[src/rtl/rr_encoder_pkg.sv]
// Shared constants and index-width helper for the round-robin encoder family.
package rr_encoder_pkg;

    localparam int unsigned RR_N_MAX = 256;
    localparam int unsigned RR_N_MIN = 2;

    // A lone request line would otherwise produce a zero-width index.
    function automatic int unsigned idx_w(input int unsigned n);
        return (n < 2) ? 1 : $clog2(n);
    endfunction

endpackage

[src/rtl/rr_encoder_prio_pick.sv]
// Combinational lowest-set-bit search starting at 'start', wrapping to bit 0 when
// nothing at or above 'start' is set.
module prio_pick
    import rr_encoder_pkg::*;
#(
    parameter int unsigned N = 8,
    localparam int unsigned W = idx_w(N)
) (
    input  logic [N-1:0] vec,
    input  logic [W-1:0] start,
    output logic         any,
    output logic [W-1:0] idx
);

    always_comb begin
        any = |vec;
        idx = '0;
        // Lowest set bit overall is the wrap-around fallback.
        for (int i = N - 1; i >= 0; i--) begin
            if (vec[i]) begin
                idx = W'(i);
            end
        end
        // Any set bit at or above start overrides the fallback.
        for (int i = N - 1; i >= 0; i--) begin
            if (vec[i] && (i >= int'(start))) begin
                idx = W'(i);
            end
        end
    end

endmodule

[src/rtl/rr_encoder.sv]
// Registered N-to-log2(N) encoder with valid/ack handshake. Round-robin priority when
// RR_ENCODER_ROUND_ROBIN_EN is defined, fixed lowest-index priority otherwise.
module rr_encoder
    import rr_encoder_pkg::*;
#(
    parameter int unsigned N = 8,
    localparam int unsigned W = idx_w(N)
) (
    input  logic         clk,
    input  logic         rst,
    input  logic         en,
    input  logic [N-1:0] req,
    input  logic         ack,
    output logic [W-1:0] y,
    output logic         valid
);

    logic [W-1:0] y_q, y_d;
    logic         valid_q, valid_d;
    logic [W-1:0] start;
    logic [W-1:0] pick;
    logic         any;
    logic         slot_free;
    logic         capture;

`ifdef RR_ENCODER_ROUND_ROBIN_EN
    logic [W-1:0] ptr_q, ptr_d;
    assign start = ptr_q;
`else
    assign start = '0;
`endif

    prio_pick #(
        .N (N)
    ) u_pick (
        .vec   (req),
        .start (start),
        .any   (any),
        .idx   (pick)
    );

    assign slot_free = ~valid_q | ack;
    assign capture   = slot_free & en & any;

    always_comb begin
        y_d     = y_q;
        valid_d = valid_q;
`ifdef RR_ENCODER_ROUND_ROBIN_EN
        ptr_d   = ptr_q;
`endif
        if (capture) begin
            y_d     = pick;
            valid_d = 1'b1;
`ifdef RR_ENCODER_ROUND_ROBIN_EN
            ptr_d   = (pick == W'(N - 1)) ? '0 : pick + W'(1);
`endif
        end else if (slot_free) begin
            valid_d = 1'b0;
        end
    end

    always_ff @(posedge clk or posedge rst) begin
        if (rst) begin
            y_q     <= '0;
            valid_q <= 1'b0;
`ifdef RR_ENCODER_ROUND_ROBIN_EN
            ptr_q   <= '0;
`endif
        end else begin
            y_q     <= y_d;
            valid_q <= valid_d;
`ifdef RR_ENCODER_ROUND_ROBIN_EN
            ptr_q   <= ptr_d;
`endif
        end
    end

    assign y     = y_q;
    assign valid = valid_q;

endmodule

[config.mk]
export PLATFORM = sky130hd
export DESIGN_NAME = rr_encoder
export DESIGN_NICKNAME = d
export VERILOG_FILES = /design/src/rtl/rr_encoder_pkg.sv /design/src/rtl/rr_encoder_prio_pick.sv /design/src/rtl/rr_encoder.sv
export SDC_FILE = /design/constraint.sdc
export NUM_CORES = 1
export LEC_CHECK = 0
export BUFFER_PORTS_ARGS = -buffer_cell sky130_fd_sc_hd__buf_2
export CORE_AREA = 4 4 41 43
export CTS_CLUSTER_DIAMETER = 60
export DETAILED_ROUTE_END_ITERATION = 8
export DIE_AREA = 0 0 45 47
export PLACE_DENSITY = 0.52
export RECOVER_POWER = 25
export SYNTH_ARGS = -nofsm -noshare
export SYNTH_HDL_FRONTEND = slang
export SYNTH_SLANG_ARGS = --single-unit
[constraint.sdc]
create_clock -name clk -period 1.25 [get_ports clk]
set_input_delay 0.125 -clock clk [delete_from_list [all_inputs] [get_ports clk]]
set_output_delay 0.125 -clock clk [all_outputs]
set_load 0.01 [all_outputs]
==> out/metrics.yaml <==
status:
  status: "completed"
floorplan:
  core_area_um2: 1300
  die_h_um: 47
  rows: 13
  start_util_pct: 18.1
  die_w_um: 45
  dieArea_um2: 2120
  ioPinCount: 16
routing:
  routed_wl_um: 596
  dr_total_vias: 261
  wl_per_cell_um: 9.17
  drtAntennaViolNets: 0
  avgViaCountPerCell: 4.02
  drtPass1Iterations: 4
  drtIter0Drc: 1
  route.detailed.drc: 0
worst_setup_path:
  cp_max_fo: 2
  cp.arrival_ns: 1.29
  path_cells: "buf_2 > or4_4 > o211ai_2 > mux2_2"
  cp-start-kind: "primary input"
  worstPathRequired_ns: 1.36
  cp-end-kind: "flip-flop"
  slowest_stage: "or4_4"
  max_stage_delay_ns: 0.53
  crit_type: "in -> reg"
global_route:
  grt_use_met3_pct: 5.75
  grt-ovfl-total: 0
  grt_max_degree: 5
  grt_usage_pct: 6.40
  grt_pass1_vias: 244
  antenna_found_initial: 0
  grt.met2_usage_pct: 10.5
  grt_pass1_wl_um: 924
  busiest_layer: "met2"
  use_met1_pct: 6.61
final_layout:
  final_core_util_pct: 30.7
  antenna_cells: 0
  finalNetCount: 64
  n_fill_cell: 146
  drive_above_1_share_pct: 54.0
  area_delta_synth_final_pct: 69.7
sta:
  fin_crit_sh_pct: 94.7
  fin_setup_tns_ns: 0
  setup_ws_ns: 0.0665
  setup_violations: 0
  drv_slew: 0
  fin_worst_skew_ns: 0.000469
  max_slew_margin_pct: 87.5
  tightest_slew_ns: 0.186
  hold_viol_final: 0
  fin_hold_ws_ns: 0.127
  fmax_ghz: 0.845
  rsz0062_at_grt: "no"
  fin_crit_ns: 1.18
synth:
  syn_inst: 26
  syn_area_um2: 235
  avgSynthCellArea_um2: 9.05
  yosysWarnings: 0
  synthTopCellsByArea: "dfrtp_1, mux2_2, o21ai_0, a31oi_1, o211ai_2"
  seq_area_frac_synth_pct: 42.6
  synth.distinct_cells: 14
  yosys.area.top_type_share_pct: 42.6
  syn_nets: 38
  synth_area_leader_cell: "dfrtp_1"
  synth-seq-cells: 4
job:
  maxCapViolations: 0
clock_tree:
  clock_latency_ns: 0.23
  numCtsBuffers: 3
  path_clk_slew_ns: 0.04
  numClockSinks: 4
  post_cts_buffers: 0
  htreeDepth: 1
  cts_tree: "built"
  cts_buffer_depth: 2
  ctsResizeCount: 0
  ctsRootBufferMaster: "clkbuf_4"
min_path:
  min_path_type: "in -> reg"
power:
  irDropWorstVdd_v: 0.000703
  finalPower_uw: 410
  p_leak_uw: 0.000202
  power_density_nw_per_um2: 1030
placement:
  place_ws_ns: -0.187
  place.gp.congestion: 0.664
  placement.io_buffers: 15
==> timing repair <==
action                                 in CTS  in global routing
endpoints found under the hold margin       4                  0
hold buffers                                1                  0
setup endpoints to repair                   0                  0
==> final cells by class <==
type	count	area, µm²	share of cell area (%)
multi-input cells	20	128	32.0
repair buffers	21	123	30.7
flip-flops and latches	4	100	25.1
clock buffers	3	22.5	5.64
well taps	15	18.8	4.70
inverters	2	7.51	1.88
==> power by group <==
group | internal, µW | total [µW] | leakage, µW | switching (µW)
clock network | 107 | 156 | 0.0000138 | 49.0
registers | 146 | 153 | 0.0000484 | 7.13
logic | 54.3 | 100 | 0.000140 | 45.9
==> Yosys cell counts, drive strengths merged <==
cell type,instances
inv,2
nor2b,1
nor3,1
o211ai,1
a31oi,2
mux2,2
nand2,2
a21oi,1
o21ai,4
a211oi,1
or4,1
nand2b,1
dfrtp,4
nor2,3
==> through the flow <==
step / instances / area (µm²)
after floorplan: 26 / 235
after global placement: 61 / 367
after detailed placement: 61 / 367
after CTS: 65 / 399
after global routing: 65 / 399
final: 65 / 399
==> cell usage in the layout (no fill, tap or decap) <==
cell	instances
a211oi_1	1
nor3_1	1
nand2b_1	1
mux2_2	2
clkbuf_4	3
buf_2	15
buf_4	5
a31oi_1	2
o21ai_0	4
nand2_1	2
o211ai_2	1
nor2_1	3
dfrtp_1	4
or4_4	1
dlygate4sd3_1	1
nor2b_1	1
inv_1	2
a21oi_1	1
==> layer usage <==
layer  wire length (µm)  up-vias
li1                   -      142
met1                272      107
met2                253       12
met3                 69        0
met4                  0        0
met5                  0        -
==> critical path: cells and delay by family <==
| kind | cells | cell delay (ns) |
|---|---|---|
| compound gates | 1 | 0.18 |
| buf+inv | 1 | 0.11 |
| mux | 1 | 0.35 |
| simple gates | 1 | 0.53 |
==> flip-flops by register name, indices dropped and copies added (netlist names) <==
name / count
valid: 1
y: 3
==> worst paths after layout <==
path                                    from                to  slack (ns)  cells after the start
min in group asynchronous                rst  y[1]$_DFFE_PP0P_        0.32                      3
setup reg to reg           valid$_DFFE_PP0P_  y[0]$_DFFE_PP0P_        0.21                      3
setup / recovery                      req[3]  y[0]$_DFFE_PP0P_        0.07                      4
max in group asynchronous                rst  y[2]$_DFFE_PP0P_        0.77                      3
hold / removal                            en  y[2]$_DFFE_PP0P_        0.13                      2
hold reg to reg             y[1]$_DFFE_PP0P_  y[1]$_DFFE_PP0P_        0.50                      1
==> cell families (layout without fill, tap and decap cells) <==
| kind of cell | after synthesis | after routing | synth area share [%] |
|---|---|---|---|
| compound gates | 9 | 9 | 24.5 |
| buf+inv | 2 | 26 | 3.19 |
| flops | 4 | 4 | 42.6 |
| mux | 2 | 2 | 9.57 |
| simple gates | 9 | 9 | 20.2 |
No activity file was read; power rests on OpenSTA's default activity.
